===== src/rtl/rb_rr_scheduler_if.sv =====
// rtl/rb_rr_scheduler_if.sv - ring-buffer side and output side signal bundle of rb_rr_scheduler
interface rb_rr_scheduler_if #(
  parameter int NB_QUEUES = 4,
  parameter int DWIDTH    = 64,
  parameter int AWIDTH    = 9,
  parameter int QWIDTH    = $clog2(NB_QUEUES)
);
  logic [NB_QUEUES*AWIDTH-1:0] q_occup;
  logic [NB_QUEUES*DWIDTH-1:0] q_rd_data;
  logic [NB_QUEUES-1:0]        q_rd_en;
  logic [NB_QUEUES-1:0]        q_enable;
  logic [DWIDTH-1:0]           out_data;
  logic [QWIDTH-1:0]           out_qid;
  logic                        out_valid;
  logic                        out_ready;

  modport master (
    input  q_occup, q_rd_data, q_enable, out_ready,
    output q_rd_en, out_data, out_qid, out_valid
  );

  modport slave (
    output q_occup, q_rd_data, q_enable, out_ready,
    input  q_rd_en, out_data, out_qid, out_valid
  );
endinterface


===== src/rtl/rb_rr_scheduler.sv =====
// rtl/rb_rr_scheduler.sv - burst round-robin drain of prefetch ring buffers into a 2-entry skid
module rb_rr_scheduler #(
  parameter int NB_QUEUES = 4,
  parameter int DWIDTH    = 64,
  parameter int AWIDTH    = 9,
  parameter int BURST     = 4
) (
  input  logic               clk,
  input  logic               rst,
  rb_rr_scheduler_if.master  bus
);
  localparam int QWIDTH = $clog2(NB_QUEUES);
  localparam logic [7:0] BURST_MAX = 8'(BURST);

  typedef enum logic {IDLE = 1'b0, SERVE = 1'b1} state_t;

  state_t               state, state_nxt;
  logic [QWIDTH-1:0]    cur_q, cur_q_nxt, search_q, grant_q;
  logic [7:0]           burst_cnt, burst_nxt;
  logic                 rst_r;
  logic [AWIDTH-1:0]    occ_r [NB_QUEUES];
  logic [NB_QUEUES-1:0] eligible;
  logic [NB_QUEUES-1:0] rd_en;
  logic                 any_elig, found, keep, pop, xfer;

  logic [DWIDTH-1:0]    skid_data [2];
  logic [QWIDTH-1:0]    skid_qid  [2];
  logic                 wr_ptr, rd_ptr;
  logic [1:0]           skid_cnt;

  // occ_r stays cleared through the ring buffers' delayed reset cycle
  always_ff @(posedge clk) begin
    rst_r <= rst;
    for (int i = 0; i < NB_QUEUES; i++) begin
      if (rst || rst_r) occ_r[i] <= '0;
      else              occ_r[i] <= bus.q_occup[i*AWIDTH +: AWIDTH];
    end
  end

  always_comb begin
    for (int i = 0; i < NB_QUEUES; i++) eligible[i] = (occ_r[i] != '0) && bus.q_enable[i];
    any_elig = |eligible;
  end

  // Rotating search: cur_q+1 first, cur_q itself as the last candidate
  always_comb begin
    found    = 1'b0;
    search_q = cur_q;
    for (int k = 1; k <= NB_QUEUES; k++) begin
      if (!found && eligible[(int'(cur_q) + k) % NB_QUEUES]) begin
        found    = 1'b1;
        search_q = QWIDTH'((int'(cur_q) + k) % NB_QUEUES);
      end
    end
  end

  assign keep    = (state == SERVE) && eligible[cur_q] && (burst_cnt < BURST_MAX);
  assign grant_q = keep ? cur_q : search_q;
  assign pop     = !rst && !rst_r && (skid_cnt <= 2'd1) && any_elig;
  assign xfer    = bus.out_valid && bus.out_ready;

  always_ff @(posedge clk) begin
    if (rst) begin
      state     <= IDLE;
      cur_q     <= QWIDTH'(NB_QUEUES - 1);
      burst_cnt <= '0;
    end else begin
      state     <= state_nxt;
      cur_q     <= cur_q_nxt;
      burst_cnt <= burst_nxt;
    end
  end

  always_comb begin
    state_nxt = state;
    cur_q_nxt = cur_q;
    burst_nxt = burst_cnt;
    if (!any_elig) begin
      state_nxt = IDLE;
      burst_nxt = '0;
    end else if (pop) begin
      state_nxt = SERVE;
      if (keep) begin
        burst_nxt = burst_cnt + 8'd1;
      end else begin
        cur_q_nxt = search_q;
        burst_nxt = 8'd1;
      end
    end
  end

  always_comb begin
    rd_en = '0;
    if (pop) rd_en[grant_q] = 1'b1;
  end

  assign bus.q_rd_en = rd_en;

  // Two-entry skid FIFO: a pop lands here in the same cycle, outputs are its head
  always_ff @(posedge clk) begin
    if (rst) begin
      wr_ptr   <= 1'b0;
      rd_ptr   <= 1'b0;
      skid_cnt <= 2'd0;
      for (int i = 0; i < 2; i++) begin
        skid_data[i] <= '0;
        skid_qid[i]  <= '0;
      end
    end else begin
      if (pop) begin
        skid_data[wr_ptr] <= bus.q_rd_data[int'(grant_q)*DWIDTH +: DWIDTH];
        skid_qid[wr_ptr]  <= grant_q;
        wr_ptr            <= ~wr_ptr;
      end
      if (xfer) rd_ptr <= ~rd_ptr;
      case ({pop, xfer})
        2'b10:   skid_cnt <= skid_cnt + 2'd1;
        2'b01:   skid_cnt <= skid_cnt - 2'd1;
        default: skid_cnt <= skid_cnt;
      endcase
    end
  end

  assign bus.out_valid = (skid_cnt != 2'd0);
  assign bus.out_data  = skid_data[rd_ptr];
  assign bus.out_qid   = skid_qid[rd_ptr];
endmodule


===== src/flat_wrapper.sv =====
// flat-port wrapper written by rule: the top's interface ports become plain ports
module rb_rr_scheduler_flat 
#(
  parameter int NB_QUEUES = 4,
  parameter int DWIDTH    = 64,
  parameter int AWIDTH    = 9,
  parameter int BURST     = 4
)
  (clk, rst, bus_q_occup, bus_q_rd_data, bus_q_enable, bus_out_ready, bus_q_rd_en, bus_out_data, bus_out_qid, bus_out_valid);
  rb_rr_scheduler_if #(.NB_QUEUES(NB_QUEUES), .DWIDTH(DWIDTH), .AWIDTH(AWIDTH)) bus_i ();
  input  logic clk;
  input  logic rst;
  input wire logic [$bits(bus_i.q_occup)-1:0] bus_q_occup;
  input wire logic [$bits(bus_i.q_rd_data)-1:0] bus_q_rd_data;
  input wire logic [$bits(bus_i.q_enable)-1:0] bus_q_enable;
  input wire logic [$bits(bus_i.out_ready)-1:0] bus_out_ready;
  output wire logic [$bits(bus_i.q_rd_en)-1:0] bus_q_rd_en;
  output wire logic [$bits(bus_i.out_data)-1:0] bus_out_data;
  output wire logic [$bits(bus_i.out_qid)-1:0] bus_out_qid;
  output wire logic [$bits(bus_i.out_valid)-1:0] bus_out_valid;
  assign bus_i.q_occup = bus_q_occup;
  assign bus_i.q_rd_data = bus_q_rd_data;
  assign bus_i.q_enable = bus_q_enable;
  assign bus_i.out_ready = bus_out_ready;
  assign bus_q_rd_en = bus_i.q_rd_en;
  assign bus_out_data = bus_i.out_data;
  assign bus_out_qid = bus_i.out_qid;
  assign bus_out_valid = bus_i.out_valid;
  rb_rr_scheduler #(.NB_QUEUES(NB_QUEUES), .DWIDTH(DWIDTH), .AWIDTH(AWIDTH), .BURST(BURST)) u_core (.clk(clk), .rst(rst), .bus(bus_i));
endmodule

===== config.mk =====
export PLATFORM = sky130hd
export DESIGN_NAME = rb_rr_scheduler_flat
export DESIGN_NICKNAME = d
export VERILOG_FILES = /design/src/rtl/rb_rr_scheduler_if.sv /design/src/rtl/rb_rr_scheduler.sv /design/src/flat_wrapper.sv
export SDC_FILE = /design/constraint.sdc
export NUM_CORES = 1
export LEC_CHECK = 0
export CAP_MARGIN = 20
export CORE_MARGIN = 2
export CORE_UTILIZATION = 40
export DETAILED_ROUTE_END_ITERATION = 10
export GPL_TIMING_DRIVEN = 0
export PLACE_DENSITY = 0.79
export SETUP_SLACK_MARGIN = 0.15
export SYNTH_ARGS = -nofsm -noshare
export SYNTH_HDL_FRONTEND = slang
export SYNTH_SLANG_ARGS = --single-unit
export TNS_END_PERCENT = 30

===== constraint.sdc =====
create_clock -name clk -period 3.8 [get_ports clk]
set_input_delay 0.76 -clock clk [delete_from_list [all_inputs] [get_ports clk]]
set_output_delay 0.76 -clock clk [all_outputs]
set_load 0.01 [all_outputs]

==> impl_metrics.toml <==
[routing]
avgViaCountPerCell = 6.62
initialDrtViolationCount = 2236
detail-route-antenna-nets = 0
routed_wl_um = 61100
vias = 16000
detail_route.wl_per_cell_um = 25.4
drt_drc_violations_left = 0
drt_pass1_iterations = 5

[timing]
min_period_over_period_pct = 110
tightest_slew_ns = 1.06
fmaxAchievable_mhz = 240
layout_setup_ws_ns = -0.362
setup_viol = 4
rsz0062_at_grt = "true"
relSlewSlack_pct = 29.6
slew_violations = 0
finalHoldViolCount = 0
skew_ns = 0.0120
tns_ns = -1.27
finalCriticalPeriod_ns = 4.16

[synthesis]
synthFlopType = "edfxtp_1"
syn-num-nets = 1833
yosys-top-cells-count = "clkbuf_1, a211oi_1, a21oi_1, edfxtp_1, nor2_1"
synth_area_um2 = 13800
synthTopCellsByArea = "edfxtp_1, a211oi_1, dfxtp_1, clkbuf_1, mux2_2"
synth_top_cell_by_area = "edfxtp_1"
synth_top_area_share_pct = 28.7
netlist_instances = 1530
ys_seq_area_share_pct = 36.4
synth_seq_cells = 185
synthArstFlopShare_pct = 0
ys_types = 49
synth-edff-count = 132
syn_avg_cell_area_um2 = 9.02
synth.most_common_cell = "clkbuf_1"
ys.warnings.count = 0

[floorplanning]
die_w_um = 190
start_util_pct = 40.3
io_pins = 370
core_um2 = 34300
rows = 68
die-area_um2 = 36000
die_y_um = 190

[setup_path]
slowest_stage = "clkbuf_1"
reg2regPathDepth = 9
endpoint_kind = "output port"
cp_common_cell = "buf_12"
critPathArrivalTime_ns = 3.40
rrSetupSlack_ns = 0.18
cp.required_ns = 3.04
startpoint_type = "register"
r2r-end = "u_core.skid_data[1][27]"
crit_type = "register to output port"
critPathMaxStageDelay_ns = 0.59
rr_startpoint = "u_core.occ_r[3][8]"
cp_cell_sequence = "clkbuf_1 -> inv_2 -> o211a_1 -> or2_4 -> or4_4 -> buf_8 -> buf_12 -> buf_12 -> and2_4 -> nor2_1 -> buf_2"
cp_max_fo = 10

[global_route]
grt_max_degree = 51
grt.overflow.total = 0
track_usage_pct = 32.8
grt_pass1_wl_um = 90600
grt_pass1_vias = 15600
antenna_found_initial = 2

[clock_network]
clock_path_buffers = 2
cts_root_buf = "clkbuf_16"
htree_levels = 4
clk_latency_ns = 0.45
cts_buffers = 17
cts_tree = "built"
clkSinkCount = 185
path_clk_slew_ns = 0.08

[placement]
dp_hpwl_um = 43800
io_buffers = 369
dpl_worst_slack_ns = -1.67
gp_congestion = 0.956

[final_layout]
areaGrowthSynthToFinish_pct = 38.6
final_util_pct = 55.8
drive_above_1_share_pct = 10.1
nets = 2241
fill_cells = 3035

[power]
powerDensity_nw_per_um2 = 448
leakage_nw = 6.61
ir_drop_uv = 280

[worst_hold_path]
whs_endpoint = "u_core.state"
hold_class = "register to register"
min_path_cells = 2
min-delay-start = "u_core.state"

[run_status]
failed_checks = "negative setup slack"
status = "finished, violations left"

[job]
maxCapViolations = 0
==> state kept, by name, indices dropped and copies added (netlist names), named ones only <==
signal / cells
u_core.skid_data: 128
u_core.occ_r: 36
u_core.burst_cnt: 8
u_core.skid_qid: 4
u_core.cur_q: 2
u_core.skid_cnt: 2
u_core.rd_ptr: 1
u_core.rst_r: 1
u_core.state: 1
u_core.wr_ptr: 1
==> critical path, delay by kind of cell, from the launching register on <==
kind	cells	cell delay (ns)
buffers and inverters	6	1.37
and+or+nand+nor	4	0.97
DFF	1	0.32
AOI/OAI and AO/OA	1	0.27
==> metrics by stage <==
step	area, um^2	power [mW]	cells	hold WS [ns]
after CTS	19000	8.46	2402	0.476
after global routing	19100	8.91	2407	0.512
after floorplan	13800	4.81	1530	0.431
after detailed placement	18100	6.52	2356	0.465
after global placement	18100	6.45	2354	0.453
final	19100	8.58	2410	0.479
==> cell usage in the layout (no fill, tap or decap), types with 4 or more instances in the layout <==
| master | Yosys | final |
|---|---|---|
| inv_1 | 72 | 72 |
| xor2_1 | 5 | 5 |
| buf_2 | 5 | 7 |
| buf_6 | 5 | 4 |
| and2_1 | 38 | 37 |
| a311oi_1 | 64 | 64 |
| buf_4 | 0 | 21 |
| diode_2 | 0 | 4 |
| o211ai_1 | 67 | 67 |
| o2111ai_1 | 64 | 64 |
| nor2_1 | 92 | 92 |
| a21oi_1 | 132 | 132 |
| a211oi_1 | 194 | 193 |
| edfxtp_1 | 132 | 132 |
| clkbuf_1 | 198 | 165 |
| o22a_1 | 64 | 64 |
| a31oi_1 | 7 | 4 |
| dfxtp_1 | 53 | 53 |
| or3_1 | 4 | 4 |
| buf_1 | 13 | 7 |
| clkbuf_2 | 0 | 32 |
| ha_1 | 4 | 4 |
| mux2_2 | 66 | 66 |
| nand2b_1 | 6 | 4 |
| o32ai_1 | 64 | 64 |
| clkdlybuf4s50_1 | 0 | 364 |
| inv_8 | 0 | 5 |
| nand2_1 | 8 | 7 |
| a211o_1 | 64 | 64 |
| nand3_1 | 66 | 66 |
| clkbuf_16 | 0 | 18 |
==> final cells by class <==
cell class | instances | area [um^2] | share of cell area [%]
multi-input combinational | 1051 | 7800 | 40.8
timing repair buffer | 390 | 3870 | 20.2
buffer | 220 | 990 | 5.17
clock buffer | 17 | 425 | 2.22
tap | 455 | 569 | 2.97
inverter | 73 | 274 | 1.43
clock inverter | 15 | 169 | 0.883
sequential | 185 | 5020 | 26.3
antenna | 4 | 10.0 | 0.0523
==> cells by family (layout without fill, tap and decap cells) <==
kind of cell	after synthesis	after routing	share of synthesized area, %
compound gates	735	735	40.5
buf+inv	294	715	8.31
simple gates	239	239	8.61
flops	185	185	36.4
mux	66	66	5.38
xor+xnor	7	7	0.444
fa+ha+maj	4	4	0.363
other cells	0	4	0
==> metal layers <==
layer  vias to the layer above  part of all wire (%)  GRT usage (%)
met1                      7577                    38           41.5
met3                       214                    11           7.93
li1                       7031                     -              -
met5                         -                  0.10              0
met2                      1127                    46           53.3
met4                         2                   4.5           14.5
==> how the worst max path moves through the flow <==
| stage | from | cells past startpoint | slack, ns | to |
|---|---|---|---|---|
| 2_1_floorplan | bus_q_enable[0] | 7 | 0.03 | u_core.skid_data[1][0] |
| 5_1_grt | u_core.occ_r[3][8] | 11 | -0.45 | bus_q_rd_en[1] |
| 4_1_cts | u_core.occ_r[3][8] | 11 | -0.38 | bus_q_rd_en[3] |
| 6_report | u_core.cur_q[1] | 11 | -0.36 | bus_q_rd_en[3] |
| 3_3_place_gp | bus_q_enable[0] | 8 | -2.26 | u_core.skid_data[1][7] |
| 3_5_place_dp | bus_q_enable[1] | 10 | -1.67 | bus_q_rd_en[2] |
==> timing repair <==
item,in CTS,in global routing
pin swaps,10,5
resized for setup,68,48
endpoints found under the setup margin,222,142
hold buffers,0,0
setup buffers,15,4
==> report_power, final <==
group          internal [mW]  switching (mW)  total, mW  leakage (nW)
clock                  0.897           0.956       1.85         0.294
combinational           1.88            2.37       4.25          4.50
sequential              2.41          0.0661       2.48          1.81
total                   5.19            3.39       8.58          6.61
Note: power is estimated with default switching activity, not from simulation.
